==> src/rtl/regfile_ctrl_pkg.sv <==
// Shared register-file geometry for the write-back scheduler and its helpers.
package regfile_ctrl_pkg;
  localparam int ADDR_W   = 5;
  localparam int DATA_W   = 32;
  localparam int NUM_REGS = 2 ** ADDR_W;
  localparam logic [ADDR_W-1:0] ZERO_REG = '0;
endpackage

==> src/rtl/rr_arbiter.sv <==
// Round-robin arbiter: combinational one-hot grant, pointer moves to the winner on advance.
module rr_arbiter #(
  parameter int NUM_REQ = 3
) (
  input  logic               clk,
  input  logic               rst,
  input  logic [NUM_REQ-1:0] req,
  input  logic               advance,
  output logic [NUM_REQ-1:0] grant
);
  localparam int PTR_W = (NUM_REQ > 1) ? $clog2(NUM_REQ) : 1;

  logic [PTR_W-1:0] last_grant;
  logic [PTR_W-1:0] grant_idx;
  logic             found;
  int unsigned      idx;

  // Search starts one past the previous winner and wraps.
  always_comb begin
    grant     = '0;
    grant_idx = last_grant;
    found     = 1'b0;
    idx       = 0;
    for (int unsigned i = 1; i <= NUM_REQ; i++) begin
      idx = (32'(last_grant) + i) % NUM_REQ;
      if (!found && req[PTR_W'(idx)]) begin
        found            = 1'b1;
        grant[PTR_W'(idx)] = 1'b1;
        grant_idx        = PTR_W'(idx);
      end
    end
  end

  // Reset parks the pointer on the last requester so requester 0 wins first.
  always_ff @(posedge clk or negedge rst) begin
    if (!rst) begin
      last_grant <= PTR_W'(NUM_REQ - 1);
    end else if (advance && found) begin
      last_grant <= grant_idx;
    end
  end
endmodule

==> src/rtl/regfile_wb_scheduler.sv <==
// Write-back arbiter, registered write port and busy scoreboard for the register file.
import regfile_ctrl_pkg::*;

module regfile_wb_scheduler #(
  parameter int NUM_REQ = 3,
  parameter int DATA_W  = regfile_ctrl_pkg::DATA_W,
  parameter int ADDR_W  = regfile_ctrl_pkg::ADDR_W
) (
  input  logic                      clk,
  input  logic                      rst,
  input  logic [NUM_REQ-1:0]        req_valid,
  output logic [NUM_REQ-1:0]        req_ready,
  input  logic [NUM_REQ*ADDR_W-1:0] req_addr,
  input  logic [NUM_REQ*DATA_W-1:0] req_data,
  output logic                      rf_write_enable,
  output logic [ADDR_W-1:0]         rf_write_address,
  output logic [DATA_W-1:0]         rf_data_to_write,
  input  logic                      reserve_valid,
  input  logic [ADDR_W-1:0]         reserve_addr,
  output logic                      reserve_ready,
  input  logic [ADDR_W-1:0]         query_addr_0,
  input  logic [ADDR_W-1:0]         query_addr_1,
  output logic                      query_busy_0,
  output logic                      query_busy_1,
  output logic [2**ADDR_W-1:0]      busy_vector
);
  localparam int N_REGS = 2 ** ADDR_W;
  localparam logic [ADDR_W-1:0] ZERO_A = ADDR_W'(ZERO_REG);

  logic [NUM_REQ-1:0] grant;
  logic               xfer_p0;
  logic               wb_live_p0;
  logic [ADDR_W-1:0]  sel_addr_p0;
  logic [DATA_W-1:0]  sel_data_p0;
  logic [N_REGS-1:0]  busy;
  logic [N_REGS-1:0]  clr_vec;
  logic [N_REGS-1:0]  set_vec;

  rr_arbiter #(.NUM_REQ(NUM_REQ)) u_arb (
    .clk     (clk),
    .rst     (rst),
    .req     (req_valid),
    .advance (xfer_p0),
    .grant   (grant)
  );

  assign req_ready = grant;
  assign xfer_p0   = |grant;

  // Grant is one-hot, so an OR-mux selects the winning slice.
  always_comb begin
    sel_addr_p0 = '0;
    sel_data_p0 = '0;
    for (int i = 0; i < NUM_REQ; i++) begin
      if (grant[i]) begin
        sel_addr_p0 = sel_addr_p0 | req_addr[i*ADDR_W +: ADDR_W];
        sel_data_p0 = sel_data_p0 | req_data[i*DATA_W +: DATA_W];
      end
    end
  end

  assign wb_live_p0 = xfer_p0 && (sel_addr_p0 != ZERO_A);

  always_comb begin
    clr_vec = '0;
    if (wb_live_p0) clr_vec[sel_addr_p0] = 1'b1;
  end

  // A claim on a register whose write-back lands this edge is safe to accept.
  assign reserve_ready = reserve_valid &&
                         (!busy[reserve_addr] || clr_vec[reserve_addr] || (reserve_addr == ZERO_A));

  always_comb begin
    set_vec = '0;
    if (reserve_ready && (reserve_addr != ZERO_A)) set_vec[reserve_addr] = 1'b1;
  end

  // ---- stage p0 -> p1: write port register and scoreboard update ----
  always_ff @(posedge clk or negedge rst) begin
    if (!rst) begin
      rf_write_enable  <= 1'b0;
      rf_write_address <= '0;
      rf_data_to_write <= '0;
      busy             <= '0;
    end else begin
      rf_write_enable <= wb_live_p0;
      if (xfer_p0) begin
        rf_write_address <= sel_addr_p0;
        rf_data_to_write <= sel_data_p0;
      end
      busy <= (busy & ~clr_vec) | set_vec;
    end
  end

  // The strobe term covers the half cycle before the negedge write lands.
  assign query_busy_0 = busy[query_addr_0] ||
                        (rf_write_enable && (rf_write_address == query_addr_0) && (query_addr_0 != ZERO_A));
  assign query_busy_1 = busy[query_addr_1] ||
                        (rf_write_enable && (rf_write_address == query_addr_1) && (query_addr_1 != ZERO_A));
  assign busy_vector  = busy;
endmodule

==> config.mk <==
export PLATFORM = sky130hd
export DESIGN_NAME = regfile_wb_scheduler
export DESIGN_NICKNAME = d
export VERILOG_FILES = /design/src/rtl/regfile_ctrl_pkg.sv /design/src/rtl/rr_arbiter.sv /design/src/rtl/regfile_wb_scheduler.sv
export SDC_FILE = /design/constraint.sdc
export NUM_CORES = 1
export LEC_CHECK = 0
export BUFFER_PORTS_ARGS = -buffer_cell sky130_fd_sc_hd__buf_4
export CORE_MARGIN = 2
export CORE_UTILIZATION = 45
export DETAILED_ROUTE_END_ITERATION = 6
export MAX_ROUTING_LAYER = met4
export PLACE_DENSITY = 0.74
export SLEW_MARGIN = 40
export SYNTH_ARGS = -nofsm -noshare
export SYNTH_HDL_FRONTEND = slang
export SYNTH_SLANG_ARGS = --single-unit
==> constraint.sdc <==
create_clock -name clk -period 7.7 [get_ports clk]
set_input_delay 0.385 -clock clk [delete_from_list [all_inputs] [get_ports clk]]
set_output_delay 0.385 -clock clk [all_outputs]
set_load 0.02 [all_outputs]
# Yosys cells after proc, flatten, opt, wreduce, memory -nomap -nowiden
# Cells that the tools add are included.
op_classes:
  addsub: 3
  n_div: 3
  n_lt_le_gt_ge: 12
  eq_ne: 2
  muxes: 41
  bitwise: 9
  reduce_logical: 30
ops:
  columns: ["op", "count"]
  rows:
  - ["two-way mux 32 bit", 5]
  - ["modulo 32 x 2 -> 32 bit (second input constant)", 3]
  - ["bitwise OR 32 bit", 3]
  - ["AND 32 bit", 1]
  - ["inverter 32 bit", 1]
  - ["less-than comparator 5 x 6 -> 1 bit (second input constant)", 4]
  - ["binary-select mux 1 bit (select 5 bit)", 4]
  - ["nonzero test 5 bit", 4]
  - ["logical AND 1 bit", 15]
  - ["two-way mux 1 bit", 15]
  - ["two-way mux 5 bit", 3]
  - ["demux 1 bit (select 5 bit)", 2]
  - ["== test 5 bit", 2]
  - ["greater-or-equal comparator 5 x 1 -> 1 bit (second input constant)", 2]
  - ["bitwise OR 5 bit", 2]
  - ["less-than comparator 2 x 3 -> 1 bit (second input constant)", 3]
  - ["two-way mux 3 bit", 3]
  - ["adder 2 x 2 -> 3 bit (second input constant)", 2]
  - ["binary-select mux 1 bit (select 2 bit)", 3]
  - ["demux 1 bit (select 2 bit)", 3]
  - ["greater-or-equal comparator 2 x 1 -> 1 bit (second input constant)", 3]
  - ["two-way mux 2 bit", 3]
  - ["bitwise OR 3 bit", 2]
  - ["logical NOT 5 bit", 1]
  - ["other kinds (6)", 11]
word_totals:
  regBits: 72
  out_inout_bits: 76

# Logic depth before layout (Yosys ltp)
logic_depth:
  depth_word: 29
  depth_mapped: 16
  ltp_nobuf: 12

# By module
# Synthesis repeated with hierarchy kept, for this count alone.
hier_totals:
  hier_cells: 454
  hier_area_um2: 4659.5
modules_own_cells:
  columns: ["module", "instances", "cells_per_inst", "area_each_um2", "seq_area_each_um2"]
  rows:
  - ["regfile_wb_scheduler", 1, 404, 4255.3, 1751.7]
  - ["rr_arbiter", 1, 50, 404.1, 51.3]

# Worst setup path after synthesis
# OpenSTA, ideal clock, no wires.
synth_timing:
  path_kind: "reg-to-output"
  from: "reg u_arb.last_grant[1]"
  to: "out reserve_ready"
  arrival_ns: 3.190
  t_required_ns: 7.315
  slack_ns: 4.125
  stages_incl_launch_ff: 15
  path_buffers: 2
  path_cell_list: "dfstp_2 inv_1 ha_1 buf_6 mux2i_1 o22ai_4 nor3_4 a22o_1 buf_6 a221o_1 and4b_1 a32o_1 o221ai_1 and4_4 nor2b_1"
synth_via:
  elab_chain_len: 26
synth_rtl:
  columns: ["element", "line", "source"]
  rows:
  - ["from (decl)", "rr_arbiter.sv:13", "logic [PTR_W-1:0] last_grant;"]
  - ["from (signal assigned)", "rr_arbiter.sv:37", "last_grant <= PTR_W'(NUM_REQ - 1);"]
  - ["from (signal assigned)", "rr_arbiter.sv:39", "last_grant <= grant_idx;"]
  - ["adder 2 x 1 -> 3 bit", "rr_arbiter.sv:25", "idx = (32'(last_grant) + i) % NUM_REQ;"]
  - ["modulo 32 x 2 -> 32 bit", "rr_arbiter.sv:25", null]
  - ["less-than comparator 2 x 3 -> 1 bit (implied by the code) (tied with other cells)", "rr_arbiter.sv:28", "grant[PTR_W'(idx)] = 1'b1;"]
  - ["logical AND 1 bit (implied by the code) or two-way mux 1 bit (tied branches)", "rr_arbiter.sv:28, rr_arbiter.sv:26", null]
  - ["two-way mux 1 bit, on equally long branches", "rr_arbiter.sv:28, rr_arbiter.sv:26", null]
  - ["demux 1 bit (select 2 bit) or logical NOT 1 bit (tied branches)", null, null]
  - ["two-way mux 3 bit or logical AND 1 bit (tied branches)", "rr_arbiter.sv:26", "if (!found && req[PTR_W'(idx)]) begin"]
  - ["bitwise OR 3 bit (no source line) or two-way mux 1 bit (tied branches)", null, null]
  - ["[9 not listed]", null, null]
  - ["logical AND 1 bit (implied by the code)", "regfile_wb_scheduler.sv:66", "if (wb_live_p0) clr_vec[sel_addr_p0] = 1'b1;"]
  - ["two-way mux 1 bit (implied by the code)", "regfile_wb_scheduler.sv:66", null]
  - ["demux 1 bit (select 5 bit)", "regfile_wb_scheduler.sv:66", null]
  - ["two-way mux 32 bit (*)", "regfile_wb_scheduler.sv:66", null]
  - ["binary-select mux 1 bit (select 5 bit) (*)", "regfile_wb_scheduler.sv:71", "(!busy[reserve_addr] || clr_vec[reserve_addr] || (reserve_addr == ZERO_A));"]
  - ["two-way mux 1 bit (implied by the code) (*)", "regfile_wb_scheduler.sv:71", null]
  - ["logical OR 1 bit (*) (2 in a row)", "regfile_wb_scheduler.sv:71", null]
  - ["logical AND 1 bit (*)", "regfile_wb_scheduler.sv:70", "assign reserve_ready = reserve_valid &&"]
  - ["to (decl)", "regfile_wb_scheduler.sv:20", "output logic reserve_ready,"]
# Mark *: on every way between the ends. The rest lies on a longest branch, timed or not. The select of a mux whose other input is x is not followed.

# Worst setup path after layout
layout_timing:
  from: "reg u_arb.last_grant[0]"
  to: "out reserve_ready"
# Same word-level chain as after synthesis.

==> flow_summary.yaml <==
pwr:
  pwr_density_cell_nw_per_um2: 479
  clock_power_share_pct: 10.6
  netSwitchingPower_w: 0.00164
  combPwrFrac_pct: 66.0
  p_leak_nw: 3.08
  p_int_w: 0.00159
  netSwitchingFraction_pct: 50.8
  vdd_drop_max_v: 0.000435
  p_seq_share_pct: 23.5
routing:
  drtAntennaViolNets: 0
  vias: 5144
  via_per_inst: 6.15
  wirelength_um: 17100
  drc: 8
  routedWlPerCell_um: 20.5
  drtPass1Iterations: 7
  first_iter_violations: 556
sta:
  skew_ns: 0.0126
  rsz0062_at_grt: "false"
  setup_viol: 0
  tightest_slew_ns: 0.858
  slew_headroom_pct: 42.8
  hold_viol: 0
  fin_tns_setup_ns: 0
  fin_crit_ns: 4.97
  drv_slew: 0
  period_share_pct: 64.6
  fmax_ghz: 0.201
finish:
  area_growth_pct: 36.2
  layout.cells.non_filler: 837
  multi_input_area_um2: 2930
  mostFrequentLayoutCell: "buf_4"
  finalInstanceArea_um2: 6750
  num-nets-final: 828
  final_cell_mix: "buf_4, nand2_1, dfrtp_1"
  drive_above_1_share_pct: 42.0
  fillers: 905
  antenna-diode-count: 0
  regArea_um2: 1800
placed_design:
  io_buffers: 207
  globalplace.congestion: 0.944
  placed_area_um2: 6520
  hpwl_um: 12900
  place_inst: 821
floorplanning:
  start_util_pct: 45.9
  die-area_um2: 11900
  io_pins: 208
  die_x_um: 109
  num_rows: 38
  coreArea_um2: 10800
  die_h_um: 109
yosys:
  synthCells: 509
  synth_area_um2: 4950
  synth.avg_cell_area_um2: 9.73
  ys_seq_elements: 72
  async_flop_share_pct: 100
  yosysTopAreaCell: "dfrtp_1"
  synth.area.top_cells: "dfrtp_1, mux4_2, nand2_1"
  yosys.cell_types.count: 58
  synth_top_cell_area_share_pct: 35.9
  yosysSeqAreaShare_pct: 36.4
  syn_nets: 645
  ys.flop_type: "dfrtp_1"
  synth_edf_count: 0
  yosysWarnings: 0
global_route:
  met1_usage_pct: 40.1
  grt-ovfl-total: 0
  grt_max_degree: 73
  top_usage_layer: "met2"
  antenna_found_initial: 0
  grt_pass1_wl_um: 26900
  grt_pass1_vias: 5056
  use_met3_pct: 5.56
  grt.total_usage_pct: 30.5
  met2_usage_pct: 47.2
run:
  cap_violations: 0
worst_setup_path:
  endpoint_kind: "output pin"
  crit_chain: "inv_1 -> ha_1 -> nand2_1 -> o22ai_4 -> nor3_4 -> a22o_1 -> buf_4 -> a221o_1 -> nand2b_1 -> nor3_1 -> nor3_1 -> and4_4 -> nor2b_1 -> buf_4"
  cp_top_family: "simple AND/OR/NAND/NOR gates"
  worstPathArrival_ns: 4.59
  path_buf_inv: 3
  slowest_stage: "ha_1"
  path_class: "register to output pin"
  start_kind: "register"
  worstPathMaxFanout: 36
  required_ns: 7.32
  slowest_delay_ns: 0.62
cts:
  cts.repair.resized: 0
  cts.clk_slew.worst_paths_ns: 0.09
  clock_latency_ns: 0.35
  cts_buffers: 9
  post_cts_buffers: 0
  ctsLongestPathBuffers: 2
  cts_tree: "yes"
  htreeDepth: 3
  cts_hold_buf: 0
  clock-root-buffer: "clkbuf_8"
  cts.sinks: 72
worst_hold_path:
  min_path_type: "input pin to asynchronous set/reset pin"
run_status:
  status: "complete, but fails checks"
  violations: "DRC"
[metrics by stage]
| stage | hold slack, ns | utilization, % | power, W | worst slack [ns] |
|---|---|---|---|---|
| 2_1_floorplan | 0.0894 | - | 0.00217 | 4.12 |
| 3_3_place_gp | 0.429 | 60.3 | 0.00284 | 3.22 |
| 3_5_place_dp | 0.441 | 60.4 | 0.00287 | 3.16 |
| 4_1_cts | 0.0606 | 62.5 | 0.00322 | 2.75 |
| 5_1_grt | 0.0797 | 62.5 | 0.00346 | 2.40 |
| 6_report | 0.0304 | 62.5 | 0.00323 | 2.73 |
[state kept, by name, summed over array words and instances (netlist names)]
signal / count
rf_data_to_write: 32
u_arb.last_grant: 2
rf_write_address: 5
rf_write_enable: 1
busy_vector: 32
[worst paths after layout]
check	start	end	slack, ns	cells past startpoint
min in group clk	req_data[28]	rf_data_to_write[28]$_DFFE_PN0N_	0.25	3
min reg2reg	busy_vector[0]$_DFF_PN0_	busy_vector[0]$_DFF_PN0_	0.46	0
max	u_arb.last_grant[0]$_DFFE_PN0P_	reserve_ready	2.73	14
max reg2reg	u_arb.last_grant[0]$_DFFE_PN0P_	busy_vector[14]$_DFF_PN0_	3.37	12
min	rst	busy_vector[0]$_DFF_PN0_	0.03	1
max in group asynchronous	rst	busy_vector[26]$_DFF_PN0_	7.19	1
[routing by layer]
| metal | part of all wire (%) | vias to the layer above |
|---|---|---|
| li1 | - | 2310 |
| met1 | 39 | 2513 |
| met2 | 49 | 286 |
| met3 | 8.6 | 35 |
| met4 | 2.6 | 0 |
| met5 | 0 | - |
[kinds of logic after synthesis]
| family | count (synthesis) | share of synthesized area, % |
|---|---|---|
| AO/OA/AOI/OAI | 140 | 22.7 |
| XOR/XNOR | 10 | 1.77 |
| adder cells (fa/ha/maj) | 4 | 1.01 |
| buffers and inverters | 44 | 4.60 |
| flip-flops | 72 | 36.4 |
| multiplexers | 36 | 14.1 |
| AND/OR/NAND/NOR | 203 | 19.5 |
[power groups by stage]
stage | Combinational [W] | Sequential [W] | Clock (W)
2_1_floorplan | 0.00125 | 0.000915 | 0
3_3_place_gp | 0.00209 | 0.000754 | 0
3_5_place_dp | 0.00211 | 0.000761 | 0
4_1_cts | 0.00212 | 0.000754 | 0.000350
5_1_grt | 0.00232 | 0.000779 | 0.000364
6_report | 0.00213 | 0.000758 | 0.000341
[cell usage after synthesis, drive strengths merged, types with 3 or more instances]
library cell and instances:
dfrtp 71, and3 5, buf 14, o2111ai 5, nor2b 7, or2 3, and4b 3, o31ai 9
nor2 14, ha 4, nor4 7, and2 9, o21ai 57, nand2b 6, nand3 7, nor3 8
xor2 6, nor3b 4, inv 5, o22ai 5, clkbuf 25, a21oi 12, mux4 27, nand2 120
a222oi 32, mux2i 9, xnor2 4, a21o 4
[layout make-up]
cell class	instances	area share, %
clock inverters	7	1.54
inverters	5	0.278
clock buffers	9	1.84
well taps	140	2.60
flip-flops and latches	72	26.7
repair buffers	211	23.5
multi-input cells	393	43.5
Note: power is estimated with default switching activity, not from simulation.
